## src/rtl/regfile_pcstack.sv

```systemverilog
// Register file with GPO/GPI/zero/PC index map, same-cycle write bypass and a
// circular call/return stack with sticky overflow/underflow flags.
module regfile_pcstack #(
    parameter int W           = 8,
    parameter int NREGS       = 8,
    parameter int STACK_DEPTH = 4,
    parameter int RESET_PC    = 0,
    localparam int AW         = $clog2(NREGS)
) (
    input  logic          clk,
    input  logic          rst,
    input  logic          stall,
    input  logic          d_we,
    input  logic [AW-1:0] d_op,
    input  logic [W-1:0]  in,
    input  logic [W-1:0]  pc_in,
    input  logic          call,
    input  logic          ret,
    input  logic [AW-1:0] rx_op,
    input  logic [AW-1:0] ry_op,
    input  logic [W-1:0]  gpi,
    output logic [W-1:0]  gpo,
    output logic [W-1:0]  pc_out,
    output logic [W-1:0]  rx_out,
    output logic [W-1:0]  ry_out,
    output logic          stack_ovf,
    output logic          stack_unf
);

    localparam int NGEN = NREGS - 3;
    localparam int SPW  = $clog2(STACK_DEPTH);
    localparam int DW   = $clog2(STACK_DEPTH + 1);

    localparam logic [AW-1:0] GPO_IDX  = AW'(NREGS - 4);
    localparam logic [AW-1:0] GPI_IDX  = AW'(NREGS - 3);
    localparam logic [AW-1:0] ZERO_IDX = AW'(NREGS - 2);
    localparam logic [AW-1:0] PC_IDX   = AW'(NREGS - 1);

    logic [W-1:0]   regs [NGEN];
    logic [W-1:0]   gpi_meta;
    logic [W-1:0]   gpi_sync;
    logic [W-1:0]   pc;
    logic [W-1:0]   stack [STACK_DEPTH];
    logic [SPW-1:0] top;
    logic [DW-1:0]  depth;
    logic           ovf;
    logic           unf;

    logic           wr_en;
    logic           gen_wr;
    logic           full;
    logic           empty;
    logic [SPW-1:0] top_inc;
    logic [SPW-1:0] top_dec;
    logic [W-1:0]   pc_next;
    logic           push;
    logic           pop;
    logic           set_unf;

    logic [AW-1:0]  sel [2];
    logic [W-1:0]   rd  [2];

    assign wr_en   = !stall && d_we;
    assign gen_wr  = wr_en && (d_op <= GPO_IDX);
    assign full    = (depth == DW'(STACK_DEPTH));
    assign empty   = (depth == '0);

    // top is the next free slot; the newest entry lives just below it
    assign top_inc = (top == SPW'(STACK_DEPTH - 1)) ? '0 : top + SPW'(1);
    assign top_dec = (top == '0) ? SPW'(STACK_DEPTH - 1) : top - SPW'(1);

    always_comb begin
        pc_next = pc_in;
        push    = 1'b0;
        pop     = 1'b0;
        set_unf = 1'b0;
        if (call) begin
            push    = 1'b1;
            pc_next = in;
        end else if (ret) begin
            if (!empty) begin
                pop     = 1'b1;
                pc_next = stack[top_dec];
            end else begin
                set_unf = 1'b1;
            end
        end else if (d_we && d_op == PC_IDX) begin
            pc_next = in;
        end
    end

    // Pushing into a full stack overwrites the oldest slot, which is the one at top
    always_ff @(posedge clk or posedge rst) begin
        if (rst) begin
            pc    <= W'(RESET_PC);
            top   <= '0;
            depth <= '0;
            ovf   <= 1'b0;
            unf   <= 1'b0;
            for (int i = 0; i < STACK_DEPTH; i++) begin
                stack[i] <= '0;
            end
        end else if (!stall) begin
            pc <= pc_next;
            if (push) begin
                stack[top] <= pc_in;
                top        <= top_inc;
                if (full) begin
                    ovf <= 1'b1;
                end else begin
                    depth <= depth + DW'(1);
                end
            end else if (pop) begin
                top   <= top_dec;
                depth <= depth - DW'(1);
            end
            if (set_unf) begin
                unf <= 1'b1;
            end
        end
    end

    always_ff @(posedge clk or posedge rst) begin
        if (rst) begin
            for (int i = 0; i < NGEN; i++) begin
                regs[i] <= '0;
            end
        end else if (gen_wr) begin
            regs[d_op] <= in;
        end
    end

    // The synchroniser ignores stall so GPI keeps tracking the pin
    always_ff @(posedge clk or posedge rst) begin
        if (rst) begin
            gpi_meta <= '0;
            gpi_sync <= '0;
        end else begin
            gpi_meta <= gpi;
            gpi_sync <= gpi_meta;
        end
    end

    assign sel[0] = rx_op;
    assign sel[1] = ry_op;

    always_comb begin
        for (int p = 0; p < 2; p++) begin
            rd[p] = '0;
            if (sel[p] == PC_IDX) begin
                rd[p] = pc;
            end else if (sel[p] == ZERO_IDX) begin
                rd[p] = '0;
            end else if (sel[p] == GPI_IDX) begin
                rd[p] = gpi_sync;
            end else if (wr_en && d_op == sel[p]) begin
                rd[p] = in;
            end else begin
                rd[p] = regs[sel[p]];
            end
        end
    end

    assign rx_out    = rd[0];
    assign ry_out    = rd[1];
    assign gpo       = regs[GPO_IDX];
    assign pc_out    = pc;
    assign stack_ovf = ovf;
    assign stack_unf = unf;

endmodule
```

## config.mk

```make
export PLATFORM = sky130hd
export DESIGN_NAME = regfile_pcstack
export DESIGN_NICKNAME = d
export VERILOG_FILES = /design/src/rtl/regfile_pcstack.sv
export SDC_FILE = /design/constraint.sdc
export NUM_CORES = 1
export LEC_CHECK = 0
export CAP_MARGIN = 5
export CORE_MARGIN = 2
export CORE_UTILIZATION = 56
export DETAILED_ROUTE_END_ITERATION = 7
export PLACE_DENSITY = 0.81
export SYNTH_ARGS = -nofsm -noshare
export SYNTH_HDL_FRONTEND = slang
export SYNTH_SLANG_ARGS = --single-unit
```

## constraint.sdc

```tcl
create_clock -name clk -period 4.25 [get_ports clk]
set_input_delay 0.6375 -clock clk [delete_from_list [all_inputs] [get_ports clk]]
set_output_delay 0.6375 -clock clk [all_outputs]
set_load 0.01 [all_outputs]
```

==> results of run 1 <==
-- cell usage after synthesis, types with 2 or more instances --
cell type	n
mux2i_1	19
o221ai_1	2
buf_4	10
a21oi_1	20
and2_1	3
nor3_1	2
a221o_1	6
buf_2	13
nand2_1	61
buf_6	2
buf_1	2
a22o_1	4
a22oi_1	18
xnor2_1	9
dfrtp_1	103
o32ai_1	3
a31o_2	2
nand4_1	5
a31oi_1	8
nand3_1	16
inv_1	14
nand3b_1	3
mux4_2	18
nand2b_1	4
nor2_1	21
clkbuf_1	8
nor2b_1	7
o21ai_0	33
o211ai_1	2
ha_1	4
and3_1	5
mux2_2	49
mux4_1	4
-- worst paths after layout --
kind	end
worst max-delay path	ry_out[0]
worst min-delay path	gpi_sync[3]$_DFF_PP0_
worst max register to register	pc_out[5]$_DFFE_PP0N_
worst min register to register	gpi_sync[3]$_DFF_PP0_
max in group asynchronous	gpo[0]$_DFFE_PP0P_
min in group asynchronous	depth[0]$_DFFE_PP0P_
-- where the power goes --
part / internal [mW] / leakage [nW] / total [mW] / switching [mW]
clock: 0.272 / 0.0921 / 0.605 / 0.333
combinational: 0.659 / 1.44 / 1.14 / 0.478
sequential: 1.27 / 1.25 / 1.49 / 0.221
total: 2.20 / 2.78 / 3.23 / 1.03
-- final cells by class --
type | instances | area share, %
multi-input combinational | 344 | 41.7
sequential | 103 | 39.5
timing repair buffer | 85 | 12.5
tap | 133 | 2.55
clock buffer | 9 | 1.90
clock inverter | 6 | 1.03
inverter | 14 | 0.843
-- flip-flops by register name (all words and copies together), names as in the netlist --
signal / count
regs: 32
stack: 32
gpi_meta: 8
gpi_sync: 8
gpo: 8
pc_out: 8
depth: 3
top: 2
stack_ovf: 1
stack_unf: 1
-- worst max-delay path: stages --
cell             delay (ns)
clkdlybuf4s50_1        0.90
mux4_1                 0.64
nand2_1                0.09
nand2_1                0.08
a221o_1                0.30
clkdlybuf4s50_1        0.48
-- logic make-up (layout without fill, tap and decap cells) --
kind of cell / after synthesis / in the layout
flops: 103 / 103
fa+ha+maj: 5 / 5
buf+inv: 50 / 114
compound gates: 106 / 106
simple gates: 133 / 133
mux: 90 / 90
xor+xnor: 10 / 10
-- through the flow --
step / setup WS (ns) / total power [mW] / cells / hold WS [ns]
detailed placement: 0.501 / 2.64 / 679 / 0.335
global route: 0.377 / 3.41 / 694 / 0.358
global placement: 0.553 / 2.57 / 679 / 0.334
floorplan: 0.909 / 2.27 / 497 / 0.331
finish: 0.481 / 3.23 / 694 / 0.345
CTS: 0.507 / 3.24 / 694 / 0.354
-- layer usage --
| layer | track usage (%) | up-vias | share of wire (%) |
|---|---|---|---|
| met5 | 0 | - | 0 |
| met4 | 11.5 | 0 | 1.8 |
| met3 | 5.10 | 26 | 7.5 |
| met2 | 42.7 | 211 | 49 |
| met1 | 34.0 | 2127 | 42 |
| li1 | - | 1934 | - |
==> impl_metrics.xml, run 1 <==
<?xml version="1.0" encoding="UTF-8"?>
<metrics>
  <group name="detailed_routing">
    <metric name="finalWirelength" unit="mm">13.6</metric>
    <metric name="route.detailed.wl_per_inst" unit="um">19.5</metric>
    <metric name="drc" unit="">0</metric>
    <metric name="drt-initial-drc-count" unit="">349</metric>
    <metric name="vias" unit="">4298</metric>
    <metric name="drt.antenna.violating_nets" unit="">0</metric>
    <metric name="detailedRoute.firstPassIterationCount" unit="">5</metric>
    <metric name="avgViaCountPerCell" unit="">6.19</metric>
  </group>
  <group name="critical_path">
    <metric name="worst-setup-path-type" unit="">input port to output port</metric>
    <metric name="ff2ff_path_depth" unit="">6</metric>
    <metric name="worst_setup_path_startpoint" unit="">ry_op[0]</metric>
    <metric name="regToRegSetupSlack" unit="ns">1.62</metric>
    <metric name="worstReg2RegStart" unit="">top[0]$_DFFE_PP0P_</metric>
    <metric name="end_kind" unit="">output port</metric>
    <metric name="arrival" unit="ns">3.13</metric>
    <metric name="critPathLaunchType" unit="">input port</metric>
    <metric name="timing.critical_path.required" unit="ns">3.61</metric>
    <metric name="timing.critical_path.fanout_max" unit="">11</metric>
  </group>
  <group name="final_layout">
    <metric name="antenna_cells_inserted" unit="">0</metric>
    <metric name="drive_above_1_share" unit="%">18.4</metric>
    <metric name="finalNetCount" unit="">601</metric>
    <metric name="syn_to_final_growth" unit="%">17.2</metric>
    <metric name="final_cell_area" unit="sq um">6530</metric>
    <metric name="final_cell_mix" unit="">dfrtp_1 (103), clkdlybuf4s50_1 (72), nand2_1 (61), mux2_2 (49), o21ai_0 (33)</metric>
    <metric name="finalCoreUtilization" unit="%">67.1</metric>
    <metric name="area_of_combinational_cells_with_multiple_inputs" unit="sq um">2720</metric>
    <metric name="layout.cells.most_common" unit="">dfrtp_1</metric>
    <metric name="final.fill_count" unit="">750</metric>
    <metric name="ff_latch_area" unit="sq um">2580</metric>
  </group>
  <group name="cts">
    <metric name="cts_root_buf" unit="">clkbuf_8</metric>
    <metric name="clkTransAtPathRegs" unit="ns">0.10</metric>
    <metric name="cts_hold_repair.buffers" unit="">0</metric>
    <metric name="cts_htree_levels" unit="">3</metric>
    <metric name="cts.repair_timing.setup_buffer_count" unit="">0</metric>
    <metric name="postCtsResizedCells" unit="">0</metric>
    <metric name="cts.path.max_buffers" unit="">2</metric>
    <metric name="cts_tree" unit="">done</metric>
    <metric name="clock_buffer_count_from_cts" unit="">9</metric>
    <metric name="cts_sinks" unit="">103</metric>
    <metric name="clkLatencyLatePin" unit="ns">0.38</metric>
  </group>
  <group name="synthesis">
    <metric name="muxShareOfSynthArea" unit="%">22.5</metric>
    <metric name="post_synthesis_adder_cell_area_fraction" unit="%">1.26</metric>
    <metric name="postSynthAreaPerCell" unit="sq um">11.2</metric>
    <metric name="syn_nets" unit="">541</metric>
    <metric name="synth-seq-cells" unit="">103</metric>
    <metric name="synth_async_sr_flop_share" unit="%">100</metric>
    <metric name="synth_edf_count" unit="">0</metric>
    <metric name="synth_cell_type_count" unit="">50</metric>
    <metric name="synth_xor_area_share" unit="%">1.57</metric>
    <metric name="synth.yosys.warnings" unit="">0</metric>
    <metric name="synthCells" unit="">497</metric>
    <metric name="synth_simple_gate_area_share" unit="%">11.1</metric>
    <metric name="seq_area_frac_synth" unit="%">46.3</metric>
    <metric name="synth-compound-area-share" unit="%">12.4</metric>
    <metric name="synth_largest_area_cell" unit="">dfrtp_1</metric>
    <metric name="netlist_top_cells_area" unit="">dfrtp_1 (46%), mux2_2 (9.9%), mux4_2 (7.3%)</metric>
    <metric name="synth_area" unit="sq um">5570</metric>
    <metric name="synth_top_family_by_area" unit="">multiplexers</metric>
    <metric name="synth_ff_type" unit="">dfrtp_1</metric>
    <metric name="yosys.area.top_type_share" unit="%">46.3</metric>
  </group>
  <group name="min_path">
    <metric name="hold_path_depth" unit="">0</metric>
    <metric name="timing.hold.worst.start" unit="">gpi_meta[3]$_DFF_PP0_</metric>
    <metric name="holdCritPathClass" unit="">register to register</metric>
  </group>
  <group name="die">
    <metric name="dieWidth" unit="um">104</metric>
    <metric name="core.rowCount" unit="">36</metric>
    <metric name="chipHeight" unit="um">104</metric>
    <metric name="core_area" unit="sq um">9730</metric>
    <metric name="area_of_the_die" unit="sq um">10800</metric>
    <metric name="num_io_pins" unit="">73</metric>
    <metric name="initial_core_util" unit="%">57.3</metric>
  </group>
  <group name="global_route">
    <metric name="gr-total-overflow" unit="">0</metric>
    <metric name="first_global_vias" unit="">4359</metric>
    <metric name="grt_first_pass_wirelength" unit="mm">22.1</metric>
    <metric name="track_usage" unit="%">26.0</metric>
    <metric name="number_of_antenna_violations_at_the_first_check_in_global_routing" unit="">0</metric>
    <metric name="grt_max_degree" unit="">64</metric>
  </group>
  <group name="sta">
    <metric name="fin_skew" unit="ns">0.0154</metric>
    <metric name="min_period" unit="ns">3.77</metric>
    <metric name="worstMarginPinSlew" unit="ns">1.17</metric>
    <metric name="achievable-frequency" unit="MHz">265</metric>
    <metric name="rsz_0062_raised_after_global_routing" unit="">false</metric>
    <metric name="fin_crit_sh" unit="%">88.7</metric>
    <metric name="final_number_of_hold_violating_endpoints" unit="">0</metric>
    <metric name="slew_viol_final" unit="">0</metric>
    <metric name="setup-violations-final" unit="">0</metric>
    <metric name="timing.setup.tns" unit="ns">0</metric>
    <metric name="maxSlewHeadroom" unit="%">21.6</metric>
  </group>
  <group name="power_and_ir_drop">
    <metric name="static-leakage-power" unit="nW">2.78</metric>
    <metric name="power.ir.vdd_worst" unit="uV">338</metric>
    <metric name="p_per_area" unit="nW/um^2">495</metric>
  </group>
  <group name="run">
    <metric name="max_cap_viol_count" unit="">0</metric>
  </group>
  <group name="placed_design">
    <metric name="buffer_ports.inserted" unit="">72</metric>
    <metric name="gpl.final_weighted_congestion" unit="">0.980</metric>
    <metric name="placedInstanceArea" unit="sq um">6340</metric>
    <metric name="hpwl" unit="mm">10.1</metric>
  </group>
  <group name="outcome">
    <metric name="status" unit="">completed</metric>
  </group>
</metrics>
No activity file was read; power rests on OpenSTA's default activity.
==> inputs of run 2 (changes only) <==
- CORE_MARGIN: 2 -> default
- CTS_CLUSTER_SIZE: default -> 25
==> impl_metrics.xml, run 2 (synthesis gave the netlist of run 1 again) <==
<?xml version="1.0" encoding="UTF-8"?>
<metrics>
  <group name="outcome">
    <metric name="status" unit="">completed</metric>
  </group>
  <group name="detailed_routing">
    <metric name="vias" unit="">4319</metric>
    <metric name="detailedRoute.firstPassIterationCount" unit="">5</metric>
    <metric name="drc" unit="">0</metric>
    <metric name="drt-initial-drc-count" unit="">281</metric>
    <metric name="drt.antenna.violating_nets" unit="">0</metric>
    <metric name="finalWirelength" unit="mm">13.6</metric>
    <metric name="avgViaCountPerCell" unit="">6.21</metric>
    <metric name="route.detailed.wl_per_inst" unit="um">19.6</metric>
  </group>
  <group name="cts">
    <metric name="cts_root_buf" unit="">clkbuf_8</metric>
    <metric name="cts_sinks" unit="">103</metric>
    <metric name="clock_buffer_count_from_cts" unit="">9</metric>
    <metric name="cts.repair_timing.setup_buffer_count" unit="">0</metric>
    <metric name="cts_tree" unit="">done</metric>
    <metric name="postCtsResizedCells" unit="">0</metric>
    <metric name="clkTransAtPathRegs" unit="ns">0.09</metric>
    <metric name="clkLatencyLatePin" unit="ns">0.38</metric>
    <metric name="cts_hold_repair.buffers" unit="">0</metric>
    <metric name="cts.path.max_buffers" unit="">2</metric>
    <metric name="cts_htree_levels" unit="">3</metric>
  </group>
  <group name="global_route">
    <metric name="gr-total-overflow" unit="">0</metric>
    <metric name="number_of_antenna_violations_at_the_first_check_in_global_routing" unit="">0</metric>
    <metric name="track_usage" unit="%">28.4</metric>
    <metric name="grt_max_degree" unit="">47</metric>
    <metric name="grt_first_pass_wirelength" unit="mm">21.9</metric>
    <metric name="first_global_vias" unit="">4209</metric>
  </group>
  <group name="final_layout">
    <metric name="reg_top3" unit="">regs (32), stack (32)</metric>
    <metric name="drive_above_1_share" unit="%">18.7</metric>
    <metric name="final-instance-count-excl-fill" unit="">696</metric>
    <metric name="finalCoreUtilization" unit="%">67.9</metric>
    <metric name="antenna_cells_inserted" unit="">0</metric>
    <metric name="final_cell_mix" unit="">dfrtp_1 (103), clkdlybuf4s50_1 (72), nand2_1 (61), mux2_2 (49), o21ai_0 (33)</metric>
    <metric name="layout.cells.most_common" unit="">dfrtp_1</metric>
    <metric name="syn_to_final_growth" unit="%">18.1</metric>
    <metric name="finalNetCount" unit="">602</metric>
  </group>
  <group name="die">
    <metric name="num_io_pins" unit="">73</metric>
    <metric name="area_of_the_die" unit="sq um">10400</metric>
    <metric name="initial_core_util" unit="%">57.5</metric>
    <metric name="core.rowCount" unit="">36</metric>
    <metric name="dieWidth" unit="um">102</metric>
    <metric name="core_area" unit="sq um">9680</metric>
    <metric name="chipHeight" unit="um">102</metric>
  </group>
  <group name="sta">
    <metric name="final_number_of_hold_violating_endpoints" unit="">0</metric>
    <metric name="fin_crit_sh" unit="%">88.4</metric>
    <metric name="setup_ws" unit="ns">0.492</metric>
    <metric name="achievable-frequency" unit="MHz">266</metric>
    <metric name="worstMarginPinSlew" unit="ns">0.717</metric>
    <metric name="fin_skew" unit="ns">0.0114</metric>
    <metric name="whs" unit="ns">0.355</metric>
    <metric name="min_period" unit="ns">3.76</metric>
    <metric name="slew_viol_final" unit="">0</metric>
    <metric name="setup-violations-final" unit="">0</metric>
    <metric name="maxSlewHeadroom" unit="%">52.1</metric>
    <metric name="rsz_0062_raised_after_global_routing" unit="">false</metric>
    <metric name="timing.setup.tns" unit="ns">0</metric>
  </group>
  <group name="critical_path">
    <metric name="arrival" unit="ns">3.12</metric>
    <metric name="worst-setup-path-type" unit="">input port to output port</metric>
    <metric name="timing.critical_path.required" unit="ns">3.61</metric>
    <metric name="end_kind" unit="">output port</metric>
    <metric name="critical_path_buf_inv_count" unit="">2</metric>
    <metric name="critPathLaunchType" unit="">input port</metric>
    <metric name="critical_path.top_delay_family" unit="">buffers and inverters</metric>
    <metric name="critical_path.slowest_cell" unit="">clkdlybuf4s50_1</metric>
    <metric name="max_stage_delay" unit="ns">0.80</metric>
    <metric name="timing.critical_path.cells" unit="">clkdlybuf4s50_1 -&gt; xnor2_1 -&gt; nand4_1 -&gt; o221ai_1 -&gt; clkdlybuf4s50_1</metric>
    <metric name="regToRegSetupSlack" unit="ns">1.92</metric>
    <metric name="timing.critical_path.fanout_max" unit="">10</metric>
    <metric name="worst_path_most_repeated_cell" unit="">clkdlybuf4s50_1</metric>
  </group>
  <group name="placed_design">
    <metric name="gpl.final_weighted_congestion" unit="">0.935</metric>
    <metric name="dp_slack" unit="ns">0.528</metric>
    <metric name="dp.cells" unit="">679</metric>
    <metric name="hpwl" unit="mm">10.3</metric>
    <metric name="buffer_ports.inserted" unit="">72</metric>
  </group>
  <group name="power_and_ir_drop">
    <metric name="power.ir.vdd_worst" unit="uV">335</metric>
    <metric name="p_per_area" unit="nW/um^2">507</metric>
    <metric name="static-leakage-power" unit="nW">2.81</metric>
  </group>
  <group name="min_path">
    <metric name="holdCritPathClass" unit="">register to register</metric>
  </group>
  <group name="run">
    <metric name="max_cap_viol_count" unit="">0</metric>
  </group>
</metrics>
run 2: changes by cell type in the layout (fill, tap and decap cells not counted):
cell / change
bufinv_16: +1
buf_6: +1
inv_8: +1
clkinv_2: -1
run 2: where the power goes:
group / total (mW) / leakage, nW / switching [mW] / internal [mW]
Combinational: 1.14 / 1.45 / 0.476 / 0.669
Sequential: 1.50 / 1.25 / 0.232 / 1.27
Clock: 0.689 / 0.108 / 0.350 / 0.340
Total: 3.34 / 2.81 / 1.06 / 2.28
run 2: layout make-up:
type	instances	area [sq um]
well taps	133	166
clock inverters	7	104
repair buffers	86	830
multi-input cells	344	2720
inverters	14	55.1
fillers	714	3110
flip-flops and latches	103	2580
clock buffers	9	124
run 2: layer usage:
metal  up-vias  GRT usage, %  part of all wire [%]
met4         0          13.5                   2.3
met5         -             0                     0
met1      2140          38.4                    42
met3        35          4.14                   6.4
li1       1942             -                     -
met2       202          45.4                    49
run 2: worst paths after layout:
path | from | endpoint | cells past startpoint
min in group asynchronous | rst | stack[22]$_DFFE_PP0P_ | 2
worst min-delay path | gpi_meta[0]$_DFF_PP0_ | gpi_sync[0]$_DFF_PP0_ | 0
worst max-delay path | ry_op[0] | ry_out[6] | 5
max in group asynchronous | rst | pc_out[0]$_DFFE_PP0N_ | 3
worst min register to register | gpi_meta[0]$_DFF_PP0_ | gpi_sync[0]$_DFF_PP0_ | 0
worst max register to register | top[0]$_DFFE_PP0P_ | pc_out[3]$_DFFE_PP0N_ | 7
run 2: through the flow:
step	power, mW	area [sq um]
floorplan	2.27	5570
global placement	2.57	6340
detailed placement	2.65	6340
CTS	3.34	6570
global route	3.53	6580
finish	3.34	6580
